## src/rtl/product_accumulator.sv

```systemverilog
// Sums N_TERMS unsigned 6-bit products into an ACC_W-bit result behind valid/ready handshakes.
// Define ACC_SATURATE_EN to clamp the accumulator on overflow instead of wrapping it.
module product_accumulator #(
    parameter int N_TERMS = 4,
    parameter int ACC_W   = 12
) (
    input  logic             clk,
    input  logic             rst,
    input  logic             clr,
    input  logic             in_valid,
    output logic             in_ready,
    input  logic [5:0]       in_p,
    output logic             out_valid,
    input  logic             out_ready,
    output logic [ACC_W-1:0] out_sum,
    output logic             out_ovf
);

    typedef enum logic [1:0] {IDLE, ACCUM, HOLD} state_t;

    localparam logic [7:0] LAST_CNT = 8'(N_TERMS - 1);

    state_t           state;
    logic [ACC_W-1:0] acc;
    logic [7:0]       cnt;
    logic             ovf;
    logic             valid_q;
    logic             ready_en;
    logic             accept;
    logic [ACC_W:0]   sum_ext;
    logic [ACC_W-1:0] acc_next;

    // ready_en keeps in_ready low until the first clock edge after reset releases
    assign in_ready  = ready_en && !clr && (state != HOLD);
    assign accept    = in_valid && in_ready;
    assign sum_ext   = {1'b0, acc} + {{(ACC_W-5){1'b0}}, in_p};
    assign out_sum   = acc;
    assign out_ovf   = ovf;
    assign out_valid = valid_q;

`ifdef ACC_SATURATE_EN
    assign acc_next = sum_ext[ACC_W] ? {ACC_W{1'b1}} : sum_ext[ACC_W-1:0];
`else
    assign acc_next = sum_ext[ACC_W-1:0];
`endif

    // clr outranks both accept and the output handshake
    always_ff @(posedge clk or posedge rst) begin
        if (rst) begin
            state    <= IDLE;
            acc      <= '0;
            cnt      <= '0;
            ovf      <= 1'b0;
            valid_q  <= 1'b0;
            ready_en <= 1'b0;
        end else begin
            ready_en <= 1'b1;
            if (clr) begin
                state   <= IDLE;
                acc     <= '0;
                cnt     <= '0;
                ovf     <= 1'b0;
                valid_q <= 1'b0;
            end else begin
                case (state)
                    IDLE, ACCUM: begin
                        if (accept) begin
                            acc <= acc_next;
                            ovf <= ovf | sum_ext[ACC_W];
                            cnt <= cnt + 8'd1;
                            if (cnt == LAST_CNT) begin
                                state   <= HOLD;
                                valid_q <= 1'b1;
                            end else begin
                                state <= ACCUM;
                            end
                        end
                    end
                    HOLD: begin
                        if (out_ready) begin
                            state   <= IDLE;
                            acc     <= '0;
                            cnt     <= '0;
                            ovf     <= 1'b0;
                            valid_q <= 1'b0;
                        end
                    end
                    default: begin
                        state   <= IDLE;
                        valid_q <= 1'b0;
                    end
                endcase
            end
        end
    end

endmodule

```

## config.mk

```make
export PLATFORM = sky130hd
export DESIGN_NAME = product_accumulator
export DESIGN_NICKNAME = d
export VERILOG_FILES = /design/src/rtl/product_accumulator.sv
export SDC_FILE = /design/constraint.sdc
export NUM_CORES = 1
export LEC_CHECK = 0
export ABC_CLOCK_PERIOD_IN_PS = 3600
export BUFFER_PORTS_ARGS = -buffer_cell sky130_fd_sc_hd__buf_2
export CORE_MARGIN = 2
export CORE_UTILIZATION = 40
export CTS_CLUSTER_DIAMETER = 200
export DETAILED_ROUTE_END_ITERATION = 8
export MAX_ROUTING_LAYER = met4
export RECOVER_POWER = 100
export SYNTH_ARGS = -nofsm -noshare
export SYNTH_HDL_FRONTEND = slang
export SYNTH_SLANG_ARGS = --single-unit
```

## constraint.sdc

```tcl
create_clock -name clk -period 3.6 [get_ports clk]
set_input_delay 0.72 -clock clk [delete_from_list [all_inputs] [get_ports clk]]
set_output_delay 0.72 -clock clk [all_outputs]
set_load 0.01 [all_outputs]
```

==> summary.txt, run 1 <==
Power
  • Power, Total: 522 uW
  • Leak: 0.710 nW
  • PD cells: 331 mW/mm2
  • Worst VDD drop: 0.000145 V

Logic synthesis
  • Yosys reg bits: 25
  • Top-area cell type share of the netlist area: 0.436
  • Sequential share of the synthesized area: 0.436
  • Ys async rst share: 1.00
  • Unique masters post-synth: 47
  • Synth Cell Area: 0.00144 mm2
  • Top FF cell, synth: dfrtp_1
  • Post-synth EDFFs: 0
  • Mapped Cells: 144
  • Synth Warn #: 0
  • Leading post-synthesis cells by cell area: dfrtp_1 44%, ha_1 6.1%, o21ai_0 4.2%, nor2_1 4.2%, xor2_1 3.0%
  • Synth Net Count: 163
  • Largest area contributor in the netlist: dfrtp_1
  • Syn Area/Cell: 9.97 um2

Route
  • DR vias/cell: 5.38
  • Final WL: 3.07 mm
  • Routed via count: 1156
  • Wire length per cell: 14.3 um
  • Final ANT Viol Nets: 0
  • DRC: 0
  • Drt first pass iters: 4
  • Number of DRC markers in iteration 0: 35

Cells and area
  • Fillers: 338
  • Fin area: 0.00158 mm2
  • N_diodes: 0
  • Area grow syn2layout: 9.67%
  • Area of the multi-input gates: 749 um2
  • Layout cells sized above 1: 0.101
  • Nets: 189
  • Reg area: 626 um2

Critical path
  • CP delay by family, top: simple AND/OR/NAND/NOR gates
  • Critical path capture point type: primary output
  • Kind of critical path: register to primary output
  • R2R depth: 5
  • Largest stage delay, worst path: 0.50 ns
  • CP required: 2.88 ns
  • Critical Path Fanout Max: 10
  • Critical path depth: 4
  • Slowest cell on the critical path: dfrtp_1
  • Worst path arrival time: 1.61 ns
  • CP Cell Sequence: nor2b_1 > or2_2 > nor2_1 > clkbuf_1
  • Startpoint types: register
  • CP Buf/Inv Count: 1

Placement
  • Area of placed instances: 0.00160 mm2
  • HPWL after DPL: 2.23 mm
  • Gpl congestion: 0.826
  • Setup WS pre-CTS: 1.08 ns
  • IO Port Bufs: 25

Floorplan
  • Die H: 63.9 um
  • Cell row count: 21
  • I/O pin cnt: 26
  • Die W: 63.9 um
  • Total core area: 0.00339 mm2
  • Die Area: 0.00409 mm2
  • Starting Density: 0.424

Timing
  • Worst-Margin Slew: 1.32 ns
  • Setup Viol. Count Final: 0
  • RSZ-0062 raised after global routing: false
  • Final Critical Period: 2.33 ns
  • Normalized max-slew margin: 0.115
  • Max Freq: 0.429 GHz
  • Final worst setup slack: 1.27 ns
  • Final period util: 0.647
  • Final hold violation count: 0
  • Final setup TNS: 0 ns
  • Max-slew violations: 0
  • Layout Skew: 0.00427 ns
  • Final hold slack: 0.536 ns

Clock network
  • Reg clk slew, reported paths: 0.14 ns
  • Cts bufs inserted: 3
  • Hold buffer count at CTS: 0
  • CTS resizes: 0
  • Clock Tree Buf Depth: 2
  • Worst skew pair latency: 0.33 ns
  • Post-CTS Setup Inserts: 0
  • CTS tree: yes
  • Deepest level of the CTS H-tree: 1
  • CTS sink cnt: 25
  • Clk root buf: clkbuf_4

Global routing
  • Initial antenna violation count: 0
  • Pin count of the biggest net entering global routing: 26
  • Global-route usage over all layers: 0.173
  • First-pass GRT wire length: 5.39 mm
  • GRT Residual Overflow: 0
  • Number of global-route vias before repair: 1176

Hold path
  • Tightest Hold Check Type: register to register
  • Hold depth: 1

Outcome
  • Status: finished, final reports clean

Flow run
  • Max-cap check violation count: 0
## synthesized netlist by cell type (all sizes together) (2+ instances only)
cell    number
a211oi       5
a21o         3
a21oi        4
a22o         3
a31oi        2
and3         2
and3b        2
buf          2
clkbuf       2
dfrtp       25
ha           7
inv          3
nand2       10
nand3        3
nor2        16
nor2b        2
nor3         4
nor3b        2
nor4         2
o21ai       16
o31ai        2
xnor2        4
xor2         5
## area by class of cell
type	count	area share
Clock buffer	4	0.0167
Inverter	3	0.00715
Timing Repair Buffer	25	0.0667
Sequential cell	25	0.397
Multi-Input combinational cell	112	0.476
Tap cell	46	0.0365
## power by group
part / switching [mW] / internal (mW)
Combinational: 0.0568 / 0.0355
Sequential: 0.00879 / 0.290
Clock: 0.0874 / 0.0435
Total: 0.153 / 0.369
## stage by stage
stage	util	cells
3_5_place_dp	0.471	211
4_1_cts	0.478	215
6_report	0.465	215
5_1_grt	0.465	215
3_3_place_gp	0.471	211
2_1_floorplan	-	144
## kinds of logic (layout without fill, tap and decap cells)
logic type,after synthesis,after routing,synth area share
xor gates and xnor gates,9,9,0.0549
muxes,1,1,0.00784
adders and majority gates,8,8,0.0749
buffers and inverters,7,32,0.0244
and+or+nand+nor,48,48,0.187
AOI/OAI and AO/OA,45,45,0.213
DFF,25,25,0.436
other,1,1,0.00261
## cells in the final DEF (no fill, tap or decap), types with 3 or more instances in the layout
cell type  instances
nand3_1            3
a22o_1             3
nor2_1            16
clkbuf_1          17
a21oi_1            4
a21o_1             3
o21ai_0           16
buf_2              9
ha_1               7
inv_1              3
nand2_1           10
a211oi_1           4
dfrtp_1           25
clkbuf_4           3
xor2_1             5
xnor2_1            4
nor3_1             4
## registers in the layout (all words and copies together), names as in the netlist
register,count
out_sum,12
out_ovf,1
ready_en,1
cnt,8
out_valid,1
state,2
## path summary, 6_finish.rpt
check / slack [ns] / to / startpoint
worst max register to register: 1.28 / out_sum[8]$_DFFE_PP0P_ / state[1]$_DFFE_PP0P_
max in group asynchronous: 2.44 / cnt[3]$_DFFE_PP0P_ / rst
worst min register to register: 0.54 / cnt[6]$_DFFE_PP0P_ / cnt[6]$_DFFE_PP0P_
worst min-delay path: 0.54 / cnt[6]$_DFFE_PP0P_ / cnt[6]$_DFFE_PP0P_
worst max-delay path: 1.27 / in_ready / state[1]$_DFFE_PP0P_
min in group asynchronous: 0.59 / out_sum[1]$_DFFE_PP0P_ / rst
## layer usage
metal  up-vias  GRT usage  part of all wire
li1        577          -                 -
met1       553      0.235              0.52
met2        22      0.260              0.44
met3         4     0.0282             0.032
met4         0     0.0598             0.014
met5         -          -                 0
Power figures use the tool's default switching activity.
==> run 2, diff against run 1 <==
--- a/config.mk
+++ b/config.mk
@@ -5,7 +5,7 @@
 export SDC_FILE = /design/constraint.sdc
 export NUM_CORES = 1
 export LEC_CHECK = 0
-export ABC_CLOCK_PERIOD_IN_PS = 3600
+export ABC_CLOCK_PERIOD_IN_PS = 2150
 export BUFFER_PORTS_ARGS = -buffer_cell sky130_fd_sc_hd__buf_2
 export CORE_MARGIN = 2
 export CORE_UTILIZATION = 40
==> constraint.sdc (replaced) <==
create_clock -name clk -period 2.15 [get_ports clk]
set_input_delay 0.43 -clock clk [delete_from_list [all_inputs] [get_ports clk]]
set_output_delay 0.43 -clock clk [all_outputs]
set_load 0.01 [all_outputs]
==> summary.txt, run 2 (same netlist as run 1, synthesis figures left out) <==
Floorplan
  • Die Area: 0.00409 mm2 (unchanged)
  • I/O pin cnt: 26 (unchanged)
  • Die W: 63.9 um (unchanged)
  • Total core area: 0.00339 mm2 (unchanged)
  • Cell row count: 21 (unchanged)
  • Starting Density: 0.424 (unchanged)
  • Die H: 63.9 um (unchanged)

Cells and area
  • Area grow syn2layout: 14.6%
  • Most common cell after layout, fill and taps aside: dfrtp_1
  • Layout Utilization: 0.486 (+0.0210)
  • Layout cells sized above 1: 0.153 (+0.0528)
  • N_diodes: 0 (unchanged)
  • Nets: 196 (+3.7%)
  • Max FFs per register: 12 (unchanged)
  • Fillers: 343 (+1.5%)
  • Most frequent cells in the layout: 25 x dfrtp_1, 18 x clkbuf_1, 16 x nor2_1

Placement
  • Setup WS pre-CTS: -0.0306 ns (-1.11 ns)
  • Gpl congestion: 0.815 (-1.3%)
  • IO Port Bufs: 25 (unchanged)
  • HPWL after DPL: 2.35 mm (+5.3%)

Route
  • Routed via count: 1213 (+4.9%)
  • Wire length per cell: 14.5 um (+1.7%)
  • Drt first pass iters: 4 (unchanged)
  • DRC: 0 (unchanged)
  • Number of DRC markers in iteration 0: 46 (+31%)
  • Final WL: 3.22 mm (+5.0%)
  • Final ANT Viol Nets: 0 (unchanged)
  • DR vias/cell: 5.46 (+1.6%)

Critical path
  • Critical Path Fanout Max: 10 (unchanged)
  • Slowest cell on the critical path: dfrtp_1
  • Startpoint types: register
  • CP required: 1.72 ns (-1.16 ns)
  • Worst path arrival time: 1.58 ns (-0.03 ns)
  • Largest stage delay, worst path: 0.49 ns (about the same)
  • CP Cell Sequence: nor2b_1 > or2_2 > nor2_1 > clkbuf_1
  • Critical path capture point type: primary output
  • Kind of critical path: register to primary output

Hold path
  • Tightest Hold Check Type: input port to register

Outcome
  • Status: finished, final reports clean

Timing
  • Setup Viol. Count Final: 0 (unchanged)
  • Final hold slack: 0.407 ns (-0.128 ns)
  • Layout Skew: 0.00976 ns (+0.00549 ns)
  • Final hold violation count: 0 (unchanged)
  • Normalized max-slew margin: 0.0848 (-0.0301)
  • Max Freq: 0.496 GHz
  • Final Critical Period: 2.01 ns
  • Worst-Margin Slew: 1.37 ns (+0.0552 ns)
  • Final worst setup slack: 0.135 ns (-1.14 ns)
  • Final period util: 0.937
  • RSZ-0062 raised after global routing: false
  • Max-slew violations: 0 (unchanged)
  • Final setup TNS: 0 ns (unchanged)

Power
  • PD cells: 542 mW/mm2 (+64%)
  • Leak: 0.742 nW (+4.6%)
  • Power, Total: 893 uW (+71%)
  • Worst VDD drop: 0.000191 V (+32%)

Clock network
  • CTS sink cnt: 25 (unchanged)
  • Clk root buf: clkbuf_4
  • Hold buffer count at CTS: 0 (unchanged)
  • Deepest level of the CTS H-tree: 1 (unchanged)
  • Worst skew pair latency: 0.33 ns (about the same)
  • Cts bufs inserted: 3 (unchanged)
  • Post-CTS Setup Inserts: 0 (unchanged)
  • CTS tree: yes
  • CTS resizes: 0 (unchanged)
  • Reg clk slew, reported paths: 0.13 ns (about the same)
  • Clock Tree Buf Depth: 2 (unchanged)

Global routing
  • Number of global-route vias before repair: 1190 (+1.2%)
  • Pin count of the biggest net entering global routing: 26 (unchanged)
  • First-pass GRT wire length: 5.58 mm (+3.6%)
  • Initial antenna violation count: 0 (unchanged)
  • GRT Residual Overflow: 0 (unchanged)
  • Global-route usage over all layers: 0.179 (+0.00594)

Flow run
  • Max-cap check violation count: 0 (unchanged)
## run 2: cell count changes in the layout (fill, tap and decap cells not counted), sizes merged
cell | previous run | this run
buf | 9 | 15
clkbuf | 20 | 21
## run 2: path summary, 6_finish.rpt
kind | to | start | slack (ns) | cells after the start
setup / recovery | in_ready | state[1]$_DFFE_PP0P_ | 0.14 | 4
hold / removal | out_valid$_DFFE_PP0P_ | clr | 0.41 | 2
setup reg to reg | out_ovf$_DFFE_PP0P_ | out_sum[0]$_DFFE_PP0P_ | 0.16 | 7
hold reg to reg | cnt[6]$_DFFE_PP0P_ | cnt[6]$_DFFE_PP0P_ | 0.53 | 1
max in group asynchronous | cnt[2]$_DFFE_PP0P_ | rst | 0.81 | 3
min in group asynchronous | out_sum[5]$_DFFE_PP0P_ | rst | 0.54 | 3
## run 2: per-stage QoR
step                      cell area, um2  std cells
after floorplan                     1440        144
after global placement              1650        218
after detailed placement            1650        218
after CTS                           1670        222
after global routing                1650        222
final                               1650        222
## run 2: layout make-up
type,instances,area (um2),share of cell area
sequential,25,626,0.380
tap,46,57.6,0.0350
clock buffer,4,26.3,0.0160
multi-input combinational,112,774,0.470
inverter,3,11.3,0.00684
timing repair buffer,32,151,0.0919
## run 2: layer usage
metal  GRT usage  part of all wire  wire length (um)  vias up
met3      0.0229             0.026                85        7
met4      0.0707             0.018                57        0
met5           -                 0                 0        -
met1       0.248              0.50              1600      591
li1            -                 -                 -      593
met2       0.266              0.46              1480       22
## run 2: critical path, delay by kind of cell, from the launching register on
family / cells / cell delay [ns]
AND/OR/NAND/NOR: 3 / 0.62
flip-flops: 1 / 0.49
buffers and inverters: 1 / 0.16
## run 2: where the power goes
group / internal [mW] / leakage (nW) / switching (mW) / total, mW
clock network: 0.0727 / 0.0150 / 0.143 / 0.215
logic: 0.0735 / 0.385 / 0.104 / 0.177
registers: 0.485 / 0.342 / 0.0150 / 0.500
==> run 3, diff against run 2 <==
--- a/config.mk
+++ b/config.mk
@@ -5,10 +5,10 @@
 export SDC_FILE = /design/constraint.sdc
 export NUM_CORES = 1
 export LEC_CHECK = 0
-export ABC_CLOCK_PERIOD_IN_PS = 2150
+export ABC_CLOCK_PERIOD_IN_PS = 2300
 export BUFFER_PORTS_ARGS = -buffer_cell sky130_fd_sc_hd__buf_2
 export CORE_MARGIN = 2
-export CORE_UTILIZATION = 40
+export CORE_UTILIZATION = 30
 export CTS_CLUSTER_DIAMETER = 200
 export DETAILED_ROUTE_END_ITERATION = 8
 export MAX_ROUTING_LAYER = met4
==> constraint.sdc (replaced) <==
create_clock -name clk -period 2.3 [get_ports clk]
set_input_delay 0.46 -clock clk [delete_from_list [all_inputs] [get_ports clk]]
set_output_delay 0.46 -clock clk [all_outputs]
set_load 0.01 [all_outputs]
==> summary.txt, run 3 (same netlist as run 1, synthesis figures left out) <==
Outcome
  • Status: finished, final reports clean

Cells and area
  • Nets: 193 (-1.5%)
  • Layout cells sized above 1: 0.127 (-0.0262)
  • Most frequent cells in the layout: 25 x dfrtp_1, 17 x clkbuf_1, 16 x nor2_1
  • N_diodes: 0 (unchanged)
  • Area grow syn2layout: 13.9%
  • Non-filler cells in the finished layout: 227 (+2.3%)
  • Fillers: 490 (+43%)
  • Area of the multi-input gates: 756 um2 (-2.4%)
  • Reg area: 626 um2 (unchanged)
  • Most common cell after layout, fill and taps aside: dfrtp_1
  • Max FFs per register: 12 (unchanged)

Route
  • Final WL: 3.06 mm (-5.1%)
  • DR vias/cell: 5.22 (-4.5%)
  • Wire length per cell: 13.5 um (-7.2%)
  • Routed via count: 1184 (-2.4%)
  • DRC: 0 (unchanged)
  • Number of DRC markers in iteration 0: 70 (+52%)
  • Final ANT Viol Nets: 0 (unchanged)
  • Drt first pass iters: 4 (unchanged)

Placement
  • HPWL after DPL: 2.24 mm (-4.7%)
  • Setup WS pre-CTS: 0.0855 ns (+0.116 ns)
  • IO Port Bufs: 25 (unchanged)
  • Gpl congestion: 0.754 (-7.5%)
  • Placed cells: 223 (+2.3%)

Timing
  • Final worst setup slack: 0.225 ns (+0.0895 ns)
  • Max-slew violations: 0 (unchanged)
  • Final hold slack: 0.491 ns (+0.0835 ns)
  • Setup Viol. Count Final: 0 (unchanged)
  • Normalized max-slew margin: 0.0761 (-0.00869)
  • Final period util: 0.902
  • Layout Skew: 0.00706 ns (-0.00270 ns)
  • Worst-Margin Slew: 1.39 ns (+0.0130 ns)
  • Max Freq: 0.482 GHz
  • Final hold violation count: 0 (unchanged)
  • Final setup TNS: 0 ns (unchanged)
  • Final Critical Period: 2.08 ns
  • RSZ-0062 raised after global routing: false

Floorplan
  • Die W: 73.2 um (+15%)
  • Cell row count: 25 (+19%)
  • Die Area: 0.00536 mm2 (+31%)
  • Starting Density: 0.308 (-0.116)
  • Total core area: 0.00466 mm2 (+38%)
  • I/O pin cnt: 26 (unchanged)
  • Die H: 73.2 um (+15%)

Critical path
  • Startpoint types: register
  • CP Cell Sequence: ha_1 > fa_1 > a211oi_1 > o21ai_1 > and3_2 > a31oi_1 > nor2_1
  • CP Buf/Inv Count: 0 (-1)
  • Worst path arrival time: 2.23 ns (+0.65 ns)
  • CP required: 2.46 ns (+0.74 ns)
  • Slowest cell on the critical path: fa_1
  • Critical path origin: out_sum[0]$_DFFE_PP0P_
  • Largest stage delay, worst path: 0.43 ns (-0.06 ns)
  • CP delay by family, top: adder cells
  • Critical path capture point type: register
  • Kind of critical path: register to register
  • FF-to-FF Start: out_sum[0]$_DFFE_PP0P_
  • Critical Path Fanout Max: 3 (-7)

Hold path
  • Hold wc startpoint: clr
  • Tightest Hold Check Type: input port to register

Power
  • Power, Total: 885 uW (-0.90%)
  • PD cells: 541 mW/mm2 (-0.21%)
  • Internal power: 635 uW (+0.65%)
  • Switch share: 0.282 (-0.0111)
  • Comb power frac: 0.170 (-0.029)
  • Leak: 0.736 nW (-0.79%)
  • Worst VDD drop: 0.000317 V (+66%)
  • Reg power frac: 0.528 (-0.032)
  • P_sw: 249 uW (-4.6%)
  • Clock share of power: 0.303 (+0.062)

Global routing
  • First-pass GRT wire length: 5.34 mm (-4.3%)
  • GRT Residual Overflow: 0 (unchanged)
  • Pin count of the biggest net entering global routing: 26 (unchanged)
  • Initial antenna violation count: 0 (unchanged)
  • Met1 global-route usage: 0.166 (-0.0816)
  • Global-route usage over all layers: 0.132 (-0.0463)
  • GR met3 Demand/Resource: 0.0304 (+0.00750)
  • GRT Max-Usage Layer: met2
  • Number of global-route vias before repair: 1179 (-0.92%)
  • Met2 Track Usage GR: 0.216 (-0.0494)

Clock network
  • Reg clk slew, reported paths: 0.09 ns (-0.04 ns)
  • Post-CTS Setup Inserts: 0 (unchanged)
  • CTS sink cnt: 25 (unchanged)
  • CTS resizes: 0 (unchanged)
  • Clk root buf: clkbuf_8
  • Deepest level of the CTS H-tree: 1 (unchanged)
  • Worst skew pair latency: 0.27 ns (-0.06 ns)
  • Clock Tree Buf Depth: 2 (unchanged)
  • Cts bufs inserted: 3 (unchanged)
  • CTS tree: yes
  • Hold buffer count at CTS: 0 (unchanged)

Flow run
  • Max-cap check violation count: 0 (unchanged)
-- run 3: cell types whose count changed in the layout (fill, tap and decap cells not counted), sizes merged --
cell | before | now
buf | 15 | 12
clkbuf | 21 | 20
clkinv | 0 | 1
-- run 3: worst reg2reg max path, stage by stage, from the launching register on --
cell and delay, ns:
dfrtp_1 0.41, ha_1 0.24, fa_1 0.43, a211oi_1 0.27
o21ai_1 0.16, and3_2 0.23, a31oi_1 0.16, nor2_1 0.05
-- run 3: area by class of cell --
type,count,area share
timing repair buffer,29,0.0788
multi-input combinational,112,0.462
sequential,25,0.383
tap,54,0.0413
inverter,3,0.00689
clock buffer,3,0.0252
clock inverter,1,0.00306
-- run 3: routing by layer --
| layer | wire length [um] | part of all wire | vias up |
|---|---|---|---|
| li1 | - | - | 588 |
| met5 | 0 | 0 | - |
| met3 | 112 | 0.037 | 5 |
| met1 | 1460 | 0.48 | 573 |
| met2 | 1460 | 0.48 | 18 |
| met4 | 28 | 0.0092 | 0 |
-- run 3: worst paths after layout --
check / to / slack, ns / cells past startpoint
max in group asynchronous: out_sum[7]$_DFFE_PP0P_ / 0.85 / 3
worst min-delay path: state[1]$_DFFE_PP0P_ / 0.49 / 2
worst max-delay path: out_ovf$_DFFE_PP0P_ / 0.22 / 7
worst max register to register: out_ovf$_DFFE_PP0P_ / 0.22 / 7
min in group asynchronous: out_sum[2]$_DFFE_PP0P_ / 0.63 / 3
worst min register to register: out_ovf$_DFFE_PP0P_ / 0.51 / 2
-- run 3: stage by stage --
| step | area (um2) | util |
|---|---|---|
| 2_1_floorplan | 1440 | - |
| 6_report | 1640 | 0.351 |
| 5_1_grt | 1640 | 0.351 |
| 3_5_place_dp | 1640 | 0.351 |
| 3_3_place_gp | 1640 | 0.351 |
| 4_1_cts | 1680 | 0.361 |
-- run 3: power by group through the flow --
stage                     combinational (mW)  clock, mW  sequential [mW]
after floorplan                        0.102          0            0.478
after global placement                 0.160          0            0.475
after detailed placement               0.161          0            0.476
after CTS                              0.161      0.278            0.467
after global routing                   0.173      0.296            0.470
final                                  0.150      0.268            0.467
